**config.mk**
```make
export PLATFORM = sky130hd
export DESIGN_NAME = multicycle_ctrl
export DESIGN_NICKNAME = d
export VERILOG_FILES = /design/src/rtl/multicycle_ctrl.sv
export SDC_FILE = /design/constraint.sdc
export NUM_CORES = 1
export LEC_CHECK = 0
export CAP_MARGIN = 20
export CELL_PAD_IN_SITES_DETAIL_PLACEMENT = 1
export CELL_PAD_IN_SITES_GLOBAL_PLACEMENT = 2
export CORE_UTILIZATION = 26
export DETAILED_ROUTE_END_ITERATION = 6
export PLACE_DENSITY = 0.87
export SETUP_SLACK_MARGIN = 0.4
export SYNTH_ARGS = -nofsm -noshare
export SYNTH_HDL_FRONTEND = slang
export SYNTH_SLANG_ARGS = --single-unit
```
**constraint.sdc**
```tcl
create_clock -name clk -period 2.8 [get_ports clk]
set_input_delay 0.42 -clock clk [delete_from_list [all_inputs] [get_ports clk]]
set_output_delay 0.42 -clock clk [all_outputs]
set_load 0.01 [all_outputs]
```
**src/rtl/multicycle_ctrl.sv**
```systemverilog
// Main sequencing FSM of the multicycle RV32I core: drives datapath enables,
// mux selects and the unified memory handshake, and counts retired instructions.
//
// state    | meaning
// IDLE     | post-reset, all controls off
// FETCH    | read instruction at PC, PC <= PC+4 on mem_ready
// DECODE   | ALUOut <= OldPC+imm, dispatch on fmt
// MEMADR   | ALUOut <= rs1+imm for load/store
// MEMRD    | load access, wait for mem_ready
// MEMWB    | rd <= read data
// MEMWR    | store access, wait for mem_ready
// EXEC_R   | rs1 op rs2
// EXEC_I   | rs1 op imm
// ALUWB    | rd <= ALUOut
// JALR_ADR | ALUOut <= rs1+imm
// JUMP     | PC <= ALUOut, ALUOut <= OldPC+4
// BRANCH   | compare, PC <= target when taken
// UPPER    | lui/auipc sum
// HALT     | ecall/ebreak, stuck until reset
// ERROR    | undefined fmt, stuck until reset
module multicycle_ctrl #(
  parameter int CNT_W = 32
) (
  input  logic             clk,
  input  logic             reset,
  input  logic [3:0]       fmt,
  input  logic             branch_taken,
  input  logic             mem_ready,
  output logic             mem_valid,
  output logic             mem_we,
  output logic             adr_src,
  output logic             ir_write,
  output logic             pc_write,
  output logic             reg_write,
  output logic [1:0]       alu_src_a,
  output logic [1:0]       alu_src_b,
  output logic             alu_use_dec,
  output logic [1:0]       result_src,
  output logic             halt,
  output logic             illegal,
  output logic [CNT_W-1:0] instret,
  output logic [3:0]       state
);

  typedef enum logic [3:0] {
    S_IDLE     = 4'd0,
    S_FETCH    = 4'd1,
    S_DECODE   = 4'd2,
    S_MEMADR   = 4'd3,
    S_MEMRD    = 4'd4,
    S_MEMWB    = 4'd5,
    S_MEMWR    = 4'd6,
    S_EXEC_R   = 4'd7,
    S_EXEC_I   = 4'd8,
    S_ALUWB    = 4'd9,
    S_JALR_ADR = 4'd10,
    S_JUMP     = 4'd11,
    S_BRANCH   = 4'd12,
    S_UPPER    = 4'd13,
    S_HALT     = 4'd14,
    S_ERROR    = 4'd15
  } state_t;

  localparam logic [3:0] F_R  = 4'd0;
  localparam logic [3:0] F_I  = 4'd1;
  localparam logic [3:0] F_IL = 4'd2;
  localparam logic [3:0] F_IE = 4'd3;
  localparam logic [3:0] F_S  = 4'd4;
  localparam logic [3:0] F_B  = 4'd5;
  localparam logic [3:0] F_J  = 4'd6;
  localparam logic [3:0] F_JI = 4'd7;
  localparam logic [3:0] F_U  = 4'd8;
  localparam logic [3:0] F_UP = 4'd9;

  state_t state_q, state_d;
  logic   retire;

  always_ff @(posedge clk) begin
    if (reset) begin
      state_q <= S_IDLE;
      instret <= '0;
    end else begin
      state_q <= state_d;
      if (retire) instret <= instret + CNT_W'(1);
    end
  end

  assign state = state_q;

  always_comb begin
    state_d     = state_q;
    retire      = 1'b0;
    mem_valid   = 1'b0;
    mem_we      = 1'b0;
    adr_src     = 1'b0;
    ir_write    = 1'b0;
    pc_write    = 1'b0;
    reg_write   = 1'b0;
    alu_src_a   = 2'd0;
    alu_src_b   = 2'd0;
    alu_use_dec = 1'b0;
    result_src  = 2'd0;
    halt        = 1'b0;
    illegal     = 1'b0;
    case (state_q)
      S_IDLE: state_d = S_FETCH;
      S_FETCH: begin
        mem_valid  = 1'b1;
        alu_src_b  = 2'd2;
        result_src = 2'd2;
        if (mem_ready) begin
          ir_write = 1'b1;
          pc_write = 1'b1;
          state_d  = S_DECODE;
        end
      end
      S_DECODE: begin
        alu_src_a = 2'd1;
        alu_src_b = 2'd1;
        case (fmt)
          F_R:        state_d = S_EXEC_R;
          F_I:        state_d = S_EXEC_I;
          F_IL, F_S:  state_d = S_MEMADR;
          F_B:        state_d = S_BRANCH;
          F_J:        state_d = S_JUMP;
          F_JI:       state_d = S_JALR_ADR;
          F_U, F_UP:  state_d = S_UPPER;
          F_IE:       state_d = S_HALT;
          default:    state_d = S_ERROR;
        endcase
      end
      S_MEMADR: begin
        alu_src_a = 2'd2;
        alu_src_b = 2'd1;
        state_d   = (fmt == F_S) ? S_MEMWR : S_MEMRD;
      end
      S_MEMRD: begin
        mem_valid = 1'b1;
        adr_src   = 1'b1;
        if (mem_ready) state_d = S_MEMWB;
      end
      S_MEMWB: begin
        result_src = 2'd1;
        reg_write  = 1'b1;
        state_d    = S_FETCH;
        retire     = 1'b1;
      end
      S_MEMWR: begin
        mem_valid = 1'b1;
        mem_we    = 1'b1;
        adr_src   = 1'b1;
        if (mem_ready) begin
          state_d = S_FETCH;
          retire  = 1'b1;
        end
      end
      S_EXEC_R: begin
        alu_src_a   = 2'd2;
        alu_use_dec = 1'b1;
        state_d     = S_ALUWB;
      end
      S_EXEC_I: begin
        alu_src_a   = 2'd2;
        alu_src_b   = 2'd1;
        alu_use_dec = 1'b1;
        state_d     = S_ALUWB;
      end
      S_ALUWB: begin
        reg_write = 1'b1;
        state_d   = S_FETCH;
        retire    = 1'b1;
      end
      S_JALR_ADR: begin
        alu_src_a = 2'd2;
        alu_src_b = 2'd1;
        state_d   = S_JUMP;
      end
      S_JUMP: begin
        alu_src_a = 2'd1;
        alu_src_b = 2'd2;
        pc_write  = 1'b1;
        state_d   = S_ALUWB;
      end
      S_BRANCH: begin
        alu_src_a   = 2'd2;
        alu_use_dec = 1'b1;
        pc_write    = branch_taken;
        state_d     = S_FETCH;
        retire      = 1'b1;
      end
      S_UPPER: begin
        // lui adds imm to zero, auipc to the instruction's own PC
        alu_src_a = (fmt == F_U) ? 2'd3 : 2'd1;
        alu_src_b = 2'd1;
        state_d   = S_ALUWB;
      end
      S_HALT:  halt    = 1'b1;
      S_ERROR: illegal = 1'b1;
      default: state_d = S_ERROR;
    endcase
  end

endmodule

```
## Word-level counts from Yosys, hierarchy flattened

Memory sizes are Yosys's and may differ from the RTL's.
Cells that the tools add are included.

- Add/subtract/negate cells: 1
- Multipliers: 0
- Div/mod/pow operators: 0
- Magnitude comparators: 0
- Eq/ne operators: 20
- Shifts and indexed selects: 0
- Multiplexer cells: 20
- Bitwise logic cells: 0
- Reductions and logical operators: 14

Operators by type and width:

| cell | count |
|---|---|
| 4-bit == test, second input constant | 9 |
| 32-bit by 1-bit adder with 32-bit output, second input constant | 1 |
| 4-bit case mux with 8 select lines | 1 |
| 4-bit by 3-bit == test with 1-bit output, second input constant | 5 |
| 4-bit 2-to-1 mux | 3 |
| 5-bit OR reduction | 2 |
| 1-bit 2-to-1 mux | 9 |
| 3-bit OR reduction | 3 |
| 4-bit by 2-bit == test with 1-bit output, second input constant | 2 |
| 2-bit case mux with 2 select lines | 2 |
| 8-bit nonzero test | 1 |
| 2-bit OR reduction | 4 |
| 4-bit OR reduction | 2 |
| 2-bit inequality test, second input constant | 3 |
| 2-bit case mux with 3 select lines | 1 |
| 4-bit by 1-bit == test with 1-bit output, second input constant | 1 |
| 4-bit logical NOT | 1 |
| 2-bit 2-to-1 mux | 2 |
| 4-bit AND reduction | 1 |
| 1-bit case mux with 3 select lines | 1 |
| 1-bit case mux with 2 select lines | 1 |

- Flip-flop bits (word level): 36
- Latch bits: 0
- Bits in writable memories: 0
- Bits in read-only memories: 64
- Input bits: 8
- Output and inout bits: 51
- Logic and storage cells: 58
- Memories: 1

Memories:

| name | depth | bits a word | rd ports | clocked after memory_dff | write ports | RTL line | text |
|---|---|---|---|---|---|---|---|
| (name not given) | 16 | 4 | 1 | 0 | 0 | 120 | `case (fmt)` |

## Logic depth before layout (Yosys ltp)

- Depth in word-level cells: 4
- Mapped depth: 8
- Depth with buffers taken out: 7

## Worst setup path before layout

Ideal clock, no wire load.

- Kind: flip-flop to flip-flop
- From: register instret[5]
- To: register instret[27]
- Setup time: 0.123 ns
- Arrival: 1.924 ns
- Data required time: 2.677 ns
- Slack: 0.753 ns
- Stages on the path, launching flop included: 6
- Buffers on the path: 0
- Period minus slack after synthesis: 2.047 ns
- Cells stage by stage: dfxtp_1 -> nand4_1 -> nor4_2 -> nand2_1 -> or4_1 -> mux2_1

- Longest elaborated chain between the ends: 1

Ends and longest elaborated chain:

| item | RTL line | text |
|---|---|---|
| start: declaration | 41 | `output logic [CNT_W-1:0] instret,` |
| start signal: assignment | 84 | `if (retire) instret <= instret + CNT_W'(1);` |
| 32-bit by 1-bit adder with 32-bit output | 84 |  |

Every way passes these cells.
A chain may end at the register's enable or synchronous reset.

## Worst setup path in the final report

- From: register state_q[0], in the netlist state[0]
- To: output port mem_valid

- Longest elaborated chain between the ends: 3
- Elaborated cells between the ends (all ways): 5
- Classes of those cells: eq/ne (3); mux (1); reduce/logical (1)

Ends and longest elaborated chain:

| item | RTL line | text |
|---|---|---|
| start: declaration | 75 | `state_t state_q, state_d;` |
| start signal: assignment | 83 | `state_q <= state_d;` |
| 4-bit by 3-bit == test with 1-bit output / 4-bit by 1-bit == test with 1-bit output (equally long branches) | 105 | `case (state_q)` |
| 3-bit OR reduction (no line) * | -- |  |
| 1-bit 2-to-1 mux * | 105 |  |
| end: declaration | 29 | `output logic mem_valid,` |

Mark *: on every way between the ends. The rest lies on a longest branch, timed or not.

==> run_results.csv <==
group,metric,value,unit
routing,vias,2208,
sta,setup-violations-final,0,
clocking,postCtsHoldBufs,0,
finish,num_antenna_cells,0,
routing,routed_wl,6.10,mm
power,seqPwrFrac,0.419,
sta,fmax,440,MHz
clocking,cts_tree,"done",
global_routing,grt_pass1_vias,2221,
global_routing,overflow,0,
finish,fillers,937,
sta,rsz0062_at_grt,"false",
logic_synthesis,postSynthNetCount,280,
sta,worst_pin_slew,602,ps
clocking,clk_latency,280,ps
sta,period_needed,2270,ps
power,power.density,485,mW/mm^2
finish,multi_input_area,0.00128,mm^2
clocking,cts_setup_buffers,0,
logic_synthesis,post_synth.cell_area_avg,7.73,um^2
sta,relSlewSlack,0.597,
floorplan,io_pins,59,
floorplan,coreArea,0.00773,mm^2
setup_path,worst-setup-path-type,"register to output pin",
sta,finClkSkew,5.54,ps
floorplan,dieWidth,91.3,um
setup_path,end_kind,"output pin",
sta,hold_viol,0,
finish,area_delta_synth_final,40.0,%
logic_synthesis,netlist-cell-type-count,44,
sta,fin_crit_sh,0.812,
clocking,path_clk_slew,70,ps
clocking,ctsHtreeMaxLevel,2,
placement,io_buffers,58,
setup_path,crit_arrival,1850,ps
logic_synthesis,ys.flop_type,"dfxtp_1",
finish,final_util,0.375,
power,p_comb_frac,0.333,
floorplan,start_util,0.268,
power,power.internal,943,uW
finish,stdcell_count,431,
setup_path,worstPathMaxFanout,16,
clocking,cts-root-buf,"clkbuf_8",
routing,post_drt_via_cell_ratio,5.12,
global_routing,grt_use_total,0.153,
min_path,hp-class,"register to register",
logic_synthesis,synth-edff-count,0,
setup_path,cp.required,2380,ps
logic_synthesis,yosysSeqAreaShare,0.348,
power,vdd_drop_max,0.194,mV
global_routing,grt_pass1_wl,10.5,mm
finish,regArea,726,um^2
global_routing,grt_max_degree,21,
routing,drt_pass1_iterations,4,
placement,place_inst,424,
sta,holdWs,492,ps
clocking,cts_buffers,5,
logic_synthesis,synth_top_area_frac,0.348,
setup_path,start_kind,"register",
logic_synthesis,synthTopCellsByArea,"dfxtp_1 35%, a21oi_1 5.6%, nor2_1 5.1%, o21ai_0 4.8%, nand2_1 4.0%",
routing,drtIter0Drc,34,
sta,finalSetupTns,0,ps
logic_synthesis,synth_area,0.00207,mm^2
power,p_sw,463,uW
clocking,cts_buffer_depth,2,
logic_synthesis,async_reset_ff_frac,0,
placement,post-dp-hpwl,4.57,mm
logic_synthesis,synthCells,268,
power,clkPwrFrac,0.249,
finish,drive_gt1_frac,0.0942,
routing,drc_errors,0,
placement,place_congestion,0.736,
sta,slew_viol_final,0,
floorplan,die_y,91.3,um
floorplan,die_area,0.00833,mm^2
routing,wl_per_cell,14.2,um
power,p_leak,0.000941,uW
clocking,clock-sinks,36,
finish,nets,341,
global_routing,antenna_found_initial,0,
flow_run,cap_violations,0,
logic_synthesis,yosysWarningCount,0,
run_status,outcome,"complete, no violations",
floorplan,rows,32,
logic_synthesis,ys_ff_latch,36,
power,p_sw_frac,0.329,
routing,ant_nets,0,
logic_synthesis,synth.largest_area_cell,"dfxtp_1",
==> synth_stat cells, types with 8 or more instances <==
cell / count
or3_1: 13
a21oi_1: 23
inv_1: 9
nor2_1: 28
o31ai_1: 8
nand3_1: 9
o21ai_0: 20
nand2_1: 22
dfxtp_1: 36
or4_1: 9
==> logic make-up (layout without fill, tap and decap cells) <==
group,count (synthesis),count (layout),synth area share
muxes,3,3,0.0151
xor gates and xnor gates,12,12,0.0507
DFF,36,36,0.348
and+or+nand+nor,111,111,0.275
buffers and inverters,24,85,0.0477
adders and majority gates,4,4,0.0242
AOI/OAI and AO/OA,78,78,0.240
==> cell type report <==
type | instances | area share
Tap cell | 102 | 0.0440
Sequential cell | 36 | 0.250
Multi-Input combinational cell | 208 | 0.440
Inverter | 10 | 0.0129
Clock inverter | 1 | 0.00172
Timing Repair Buffer | 68 | 0.226
Clock buffer | 6 | 0.0250
==> through the flow <==
stage,area [um^2],power (uW),worst slack [ps]
final,2900,1410,527
after detailed placement,2790,1060,282
after global placement,2790,1060,329
after CTS,2880,1420,394
after floorplan,2070,847,753
after global routing,2900,1490,411
==> repair_timing <==
item                       4_1_cts  5_1_grt
hold endpoints to repair         0        0
gates resized for setup          5        6
setup endpoints to repair        9        5
==> worst paths after layout <==
kind / startpoint / depth (start not counted) / to / slack [ps]
worst max-delay path: state[0] / 4 / mem_valid / 530
worst min-delay path: instret[31] / 2 / instret[31] / 490
worst max register to register: instret[5] / 5 / instret[27] / 570
worst min register to register: instret[31] / 2 / instret[31] / 490
==> power groups by stage <==
stage	Sequential [uW]	Clock, uW	Combinational (uW)
6_report	589	350	468
2_1_floorplan	571	0	276
5_1_grt	594	382	514
3_5_place_dp	595	0	466
4_1_cts	587	361	469
3_3_place_gp	595	0	463
==> critical path, stage by stage (launching register included) <==
cell and delay [ps]:
dfxtp_2 500, nand2b_2 250, nor2_1 70, or2_2 260, clkdlybuf4s50_1 490
==> flip-flops by register name (all words and copies together) (netlist names) <==
register,count
instret,32
state,4
==> cell usage in the layout (no fill, tap or decap), drive strengths merged, types with 5 or more instances in the layout <==
master and instances:
o31ai 8, nand4 6, o21ai 21, buf 10
xnor2 6, nand2 22, clkbuf 6, clkdlybuf4s50 56
dfxtp 36, nor3 6, xor2 6, nand3 9
a21oi 23, or4 9, nor2 28, or3 13
inv 10, o211ai 5
==> layer usage <==
layer / vias to the layer above / global-route usage / share of wire
met2: 51 / 0.257 / 0.47
met3: 5 / 0.0310 / 0.042
li1: 1103 / - / -
met1: 1049 / 0.197 / 0.47
met5: - / 0 / 0
met4: 0 / 0.0423 / 0.0089
(Power assumes the default switching activity.)
